$ cat config.mk
export PLATFORM = sky130hd
export DESIGN_NAME = hpc2_mul_pipe_flat
export DESIGN_NICKNAME = d
export VERILOG_FILES = /design/src/rtl/hpc2_mul_pipe_if.sv /design/src/rtl/hpc2_mul_pipe.sv /design/src/flat_wrapper.sv
export SDC_FILE = /design/constraint.sdc
export NUM_CORES = 1
export LEC_CHECK = 0
export ABC_AREA = 1
export CORE_MARGIN = 3
export CORE_UTILIZATION = 40
export CTS_CLUSTER_DIAMETER = 200
export DETAILED_ROUTE_END_ITERATION = 8
export DONT_BUFFER_PORTS = 1
export PLACE_DENSITY_LB_ADDON = 0.12
export SLEW_MARGIN = 10
export SYNTH_ARGS = -nofsm -noshare
export SYNTH_HDL_FRONTEND = slang
export SYNTH_SLANG_ARGS = --single-unit
export TNS_END_PERCENT = 5
$ cat constraint.sdc
create_clock -name clk -period 0.8 [get_ports clk]
set_input_delay 0.08 -clock clk [delete_from_list [all_inputs] [get_ports clk]]
set_output_delay 0.08 -clock clk [all_outputs]
set_load 0.03 [all_outputs]
$ cat src/rtl/hpc2_mul_pipe_if.sv
// rtl/hpc2_mul_pipe_if.sv - operand/result bundle for the masked AND gadget
// master drives operands and randomness, slave (the gadget) drives the product.
interface hpc2_mul_pipe_if #(
    parameter int D = 2,
    parameter int W = 1
);
    logic [D*W-1:0]           port_a;
    logic [D*W-1:0]           port_b;
    logic [(D*(D-1)/2)*W-1:0] port_r;
    logic                     in_valid;
    logic [D*W-1:0]           port_c;
    logic                     out_valid;

    modport master (
        output port_a, port_b, port_r, in_valid,
        input  port_c, out_valid
    );

    modport slave (
        input  port_a, port_b, port_r, in_valid,
        output port_c, out_valid
    );
endinterface

$ cat src/rtl/hpc2_mul_pipe.sv
// rtl/hpc2_mul_pipe.sv - pipelined HPC2 masked AND gadget, D shares x W lanes
// HPC2_MUL_OUTREG_EN adds a registered output stage (latency 3 instead of 2).
module hpc2_mul_pipe #(
    parameter int D = 2,
    parameter int W = 1
) (
    input  logic           clk,
    input  logic           reset,
    hpc2_mul_pipe_if.slave bus
);
    function automatic int pair_idx(input int i, input int j);
        int lo;
        int hi;
        lo = (i < j) ? i : j;
        hi = (i < j) ? j : i;
        return lo*D - (lo*(lo+1))/2 + (hi-lo-1);
    endfunction

    logic [W-1:0] w_a [D];
    logic [W-1:0] w_b [D];
    logic [W-1:0] w_r [D][D];

    always_comb begin
        for (int i = 0; i < D; i++) begin
            w_a[i] = bus.port_a[i*W +: W];
            w_b[i] = bus.port_b[i*W +: W];
            for (int j = 0; j < D; j++) begin
                w_r[i][j] = '0;
                if (i != j) begin
                    w_r[i][j] = bus.port_r[pair_idx(i, j)*W +: W];
                end
            end
        end
    end

    // Stage 1: b_j leaves this stage only after masking with r_ij.
    logic [W-1:0] r_s  [D][D];
    logic [W-1:0] r_q  [D][D];
    logic [W-1:0] r_ad [D];
    logic [W-1:0] r_p  [D];

    always_ff @(posedge clk or posedge reset) begin
        if (reset) begin
            for (int i = 0; i < D; i++) begin
                r_ad[i] <= '0;
                r_p[i]  <= '0;
                for (int j = 0; j < D; j++) begin
                    r_s[i][j] <= '0;
                    r_q[i][j] <= '0;
                end
            end
        end else if (bus.in_valid) begin
            for (int i = 0; i < D; i++) begin
                r_ad[i] <= w_a[i];
                r_p[i]  <= w_a[i] & w_b[i];
                for (int j = 0; j < D; j++) begin
                    if (i != j) begin
                        r_s[i][j] <= w_b[j] ^ w_r[i][j];
                        r_q[i][j] <= w_r[i][j];
                    end else begin
                        r_s[i][j] <= '0;
                        r_q[i][j] <= '0;
                    end
                end
            end
        end
    end

    // Stage 2: a_i only ever meets registered, already-masked values.
    logic [W-1:0] r_m  [D][D];
    logic [W-1:0] r_n  [D][D];
    logic [W-1:0] r_pp [D];
    logic         r_v1;
    logic         r_v2;

    always_ff @(posedge clk or posedge reset) begin
        if (reset) begin
            for (int i = 0; i < D; i++) begin
                r_pp[i] <= '0;
                for (int j = 0; j < D; j++) begin
                    r_m[i][j] <= '0;
                    r_n[i][j] <= '0;
                end
            end
        end else if (r_v1) begin
            for (int i = 0; i < D; i++) begin
                r_pp[i] <= r_p[i];
                for (int j = 0; j < D; j++) begin
                    if (i != j) begin
                        r_m[i][j] <= r_ad[i] & r_s[i][j];
                        r_n[i][j] <= ~r_ad[i] & r_q[i][j];
                    end else begin
                        r_m[i][j] <= '0;
                        r_n[i][j] <= '0;
                    end
                end
            end
        end
    end

    always_ff @(posedge clk or posedge reset) begin
        if (reset) begin
            r_v1 <= 1'b0;
            r_v2 <= 1'b0;
        end else begin
            r_v1 <= bus.in_valid;
            r_v2 <= r_v1;
        end
    end

    // Output compression: XOR-only over stage-2 flops.
    logic [D*W-1:0] w_c;

    always_comb begin
        w_c = '0;
        for (int i = 0; i < D; i++) begin
            w_c[i*W +: W] = r_pp[i];
            for (int j = 0; j < D; j++) begin
                if (i != j) begin
                    w_c[i*W +: W] = w_c[i*W +: W] ^ r_m[i][j] ^ r_n[i][j];
                end
            end
        end
    end

`ifdef HPC2_MUL_OUTREG_EN
    logic [D*W-1:0] r_c;
    logic           r_v3;

    always_ff @(posedge clk or posedge reset) begin
        if (reset) begin
            r_c  <= '0;
            r_v3 <= 1'b0;
        end else begin
            r_v3 <= r_v2;
            if (r_v2) begin
                r_c <= w_c;
            end
        end
    end

    assign bus.port_c    = r_c;
    assign bus.out_valid = r_v3;
`else
    assign bus.port_c    = w_c;
    assign bus.out_valid = r_v2;
`endif
endmodule

$ cat src/flat_wrapper.sv
// flat-port wrapper written by rule: the top's interface ports become plain ports
module hpc2_mul_pipe_flat 
#(
    parameter int D = 2,
    parameter int W = 1
)
  (clk, reset, bus_port_a, bus_port_b, bus_port_r, bus_in_valid, bus_port_c, bus_out_valid);
  hpc2_mul_pipe_if #(.D(D), .W(W)) bus_i ();
  input  logic clk;
  input  logic reset;
  input wire logic [$bits(bus_i.port_a)-1:0] bus_port_a;
  input wire logic [$bits(bus_i.port_b)-1:0] bus_port_b;
  input wire logic [$bits(bus_i.port_r)-1:0] bus_port_r;
  input wire logic [$bits(bus_i.in_valid)-1:0] bus_in_valid;
  output wire logic [$bits(bus_i.port_c)-1:0] bus_port_c;
  output wire logic [$bits(bus_i.out_valid)-1:0] bus_out_valid;
  assign bus_i.port_a = bus_port_a;
  assign bus_i.port_b = bus_port_b;
  assign bus_i.port_r = bus_port_r;
  assign bus_i.in_valid = bus_in_valid;
  assign bus_port_c = bus_i.port_c;
  assign bus_out_valid = bus_i.out_valid;
  hpc2_mul_pipe #(.D(D), .W(W)) u_core (.clk(clk), .reset(reset), .bus(bus_i));
endmodule
# After elaboration in Yosys (flattened, before gate mapping)

Cells that the tools add are included.

Register bits after elaboration: 15
Input port bits: 8

Bitwise operators: 14

Operators by type and width:

| operator          | number |
|---|---|
| 1-bit bitwise AND | 6 |
| 1-bit XOR         | 6 |
| 1-bit NOT         | 2 |

# Logic depth before layout (Yosys ltp)

Word-level depth: 2
Mapped depth: 5

# Worst setup path after synthesis

Ideal clock, no wire load.

Path kind: reg-to-output
Start: reg u_core.r_pp[1] in the netlist's numbering
End: out bus_port_c[0]
Arrival: 0.778 ns
Data required time: 0.720 ns
Path slack: -0.058 ns
Stages on the path, launching flop included: 6
Cells stage by stage: dfrtp_1 > inv_1 > nand2_1 > nand2_1 > nand2_1 > nand2_1

Cells in the longest elaborated chain, start to end: 2

Ends and longest elaborated chain:

| what                              | line                 | RTL |
|---|---|---|
| from (decl)                       | hpc2_mul_pipe.sv:72  | `logic [W-1:0] r_pp [D];` |
| from (signal, indexed assignment) | hpc2_mul_pipe.sv:87  | `r_pp[i] <= r_p[i];` |
| 1-bit XOR (2 in a row)            | hpc2_mul_pipe.sv:120 | `w_c[i*W +: W] = w_c[i*W +: W] ^ r_m[i][j] ^ r_n[i][j];` |
| to (decl)                         | flat_wrapper.sv:15   | `output wire logic [$bits(bus_i.port_c)-1:0] bus_port_c;` |

No other way between the ends.

# Worst setup path after layout

Start: reg u_core.r_pp[0] in the netlist's numbering
End: out bus_port_c[1]

Same word-level chain as after synthesis.

==> qor.csv <==
metric;value;unit
Yosys warning count;0;
FF+latch count, synth;15;
placed insts;92;
f_max;0.850;GHz
layout cells sized above 1;27.0;%
Worst R2R Setup Slack;-20;ps
total gr overflow;0;
clock latency on the worst-skew pair;270;ps
Cell Area, Placed;697;um^2
GPL Wtd Cong;0.623;
Row Count;13;
post-synth top area share;60.0;%
largest cells by area after synthesis;dfrtp_1 (60%), nand2_1 (18%), inv_1 (6.0%);
Buf/Inv on CP;2;
crit-path most repeated cell;nand2_1;
Detailed Place HPWL;771;um
GRT Util Overall;13.4;%
post-layout util;59.5;%
Antenna diodes;0;
RSZ-0062 raised after global routing;yes;
worst endpoint data arrival time;1100;ps
Worst Path Max Fanout;2;
vias in the first global route;491;
sw frac;27.4;%
max-slew violation count;0;
I/O Buffers;0;
Top delay family on crit path;flip-flops;
Worst Clk Skew;1.05;ps
core area;1380;um^2
root buffer cell;clkbuf_4;
Slowest-stage cell, CP;dfrtp_1;
Power Density;1980;nW/um^2
min cycle time layout;1180;ps
total CTS buffers;3;
max cap viols;0;
CTS tree;built;
Startpoint Class;flop;
final wirelength;1020;um
Logic pwr share;21.2;%
setup TNS;-738;ps
Die Span Y;45.5;um
Reg power frac;54.0;%
clock share of power;24.9;%
post-route ant nets;0;
CP Capture Type;output port;
die width;45.5;um
CP cell instances;inv_2 > nand2_1 > nand2_1 > nand2_1 > nand2_2 > buf_12;
TritonRoute pass-1 iters;2;
Unique masters post-synth;9;
full die area;2070;um^2
clock sink count;15;
worst slack at placement;-102;ps
Min-Delay Path Class;input port to flop;
failing checks;setup timing;
Final WS setup;-376;ps
Starting DRT DRC Count;4;
status;complete, but fails checks;
Remaining DRCs;0;
Syn Inst Count;72;
Leakage;0.421;nW
Final Non-Filler Cells;104;
final worst-path cycle share;147;%
syn nets;80;
area delta synth->final;31.6;%
syn_area_per_cell;8.69;um^2
pin count of the biggest net entering global routing;16;
total power;1.63;mW
design area;823;um^2
mapped cell area;626;um^2
vias per inst;4.63;
WL/cell;9.79;um
clk slew on worst S/H paths;80;ps
measured slew at the worst slew-check pin;234;ps
first-pass GRT wire length;1960;um
starting density of the core;45.2;%
most frequent cells in the layout;nand2_1 (26), dfrtp_1 (13), inv_1 (7), dlygate4sd3_1 (6), buf_4 (6);
Fin. Hold Viols;0;
Pint;1.18;mW
initial antenna violation count;0;
Worst path max stage delay;400;ps
Max clock buf depth;2;
htree depth;1;
dominant cell type by area after synthesis;dfrtp_1;
Relative slew margins;84.4;%
leading cell type in the layout, fill and taps excluded;nand2_1;
via count;482;
# nets final;98;
hold_ws;163;ps
Crit Path Class;flop to output port;
sequential fraction of the synthesis area;60.0;%
num ports;11;
Finish-stage setup viols;4;
Max IR drop VDD;924;uV
P_sw;447;uW
CP required;720;ps
## path summary, 6_finish.rpt
check,start,to,cells after the start
max in group asynchronous,reset,u_core.r_v1$_DFF_PP0_,3
max reg2reg,u_core.r_pp[0]$_DFFE_PP0P_,u_core.r_pp[0]$_DFFE_PP0P_,4
min,bus_in_valid,u_core.r_v1$_DFF_PP0_,1
min in group asynchronous,reset,u_core.r_m[2]$_DFFE_PP0P_,3
min reg2reg,u_core.r_p[0]$_DFFE_PP0P_,u_core.r_p[0]$_DFFE_PP0P_,2
max,u_core.r_pp[0]$_DFFE_PP0P_,bus_port_c[1],6
## flip-flops by register name, indices dropped and copies added (netlist names)
name,count
u_core.r_ad,2
u_core.r_m,2
u_core.r_n,2
u_core.r_p,2
u_core.r_pp,2
u_core.r_s,2
u_core.bus.out_valid,1
u_core.r_q,1
u_core.r_v1,1
## power groups by stage
stage	Sequential, mW	Combinational, mW	Clock [mW]
global route	0.889	0.390	0.474
detailed placement	0.889	0.296	0
global placement	0.886	0.289	0
CTS	0.875	0.349	0.427
floorplan	0.873	0.196	0
finish	0.880	0.345	0.405
## logic make-up (layout without fill, tap and decap cells)
logic type      count (synthesis)  count (layout)  synth area share [%]
compound gates                  9               9                  9.40
buf+inv                        12              29                  7.80
simple gates                   36              36                  22.8
flops                          15              15                  60.0
## cell type report
cell class / instances / area, um^2
inverter: 11 / 41.3
fill: 128 / 559
tap: 15 / 18.8
sequential: 15 / 378
multi-input combinational: 45 / 221
clock buffer: 4 / 26.3
timing repair buffer: 14 / 138
## repair_timing
action / in CTS / in global routing
cloned: 0 / 0
setup endpoints to repair: 7 / 14
resized for setup: 4 / 7
hold buffers: 7 / 0
hold endpoints to repair: 23 / 0
buffers inserted: 1 / 0
## cells in the mapped netlist
| library cell | instances |
|---|---|
| buf_4 | 1 |
| inv_1 | 10 |
| o22ai_1 | 2 |
| dfrtp_1 | 15 |
| nand3_1 | 6 |
| o21ai_2 | 3 |
| o21ai_1 | 4 |
| nand2_1 | 30 |
| inv_2 | 1 |
## routing by layer
metal  part of all wire [%]  vias to the layer above  GRT usage (%)  routed length [um]
met1                     46                      214           16.4                 473
li1                       -                      255              -                   -
met3                    5.6                        2           2.37                  57
met2                     47                       11           21.4                 475
met5                      0                        -              0                   0
met4                    1.2                        0           8.77                  12
Power figures use the tool's default switching activity.
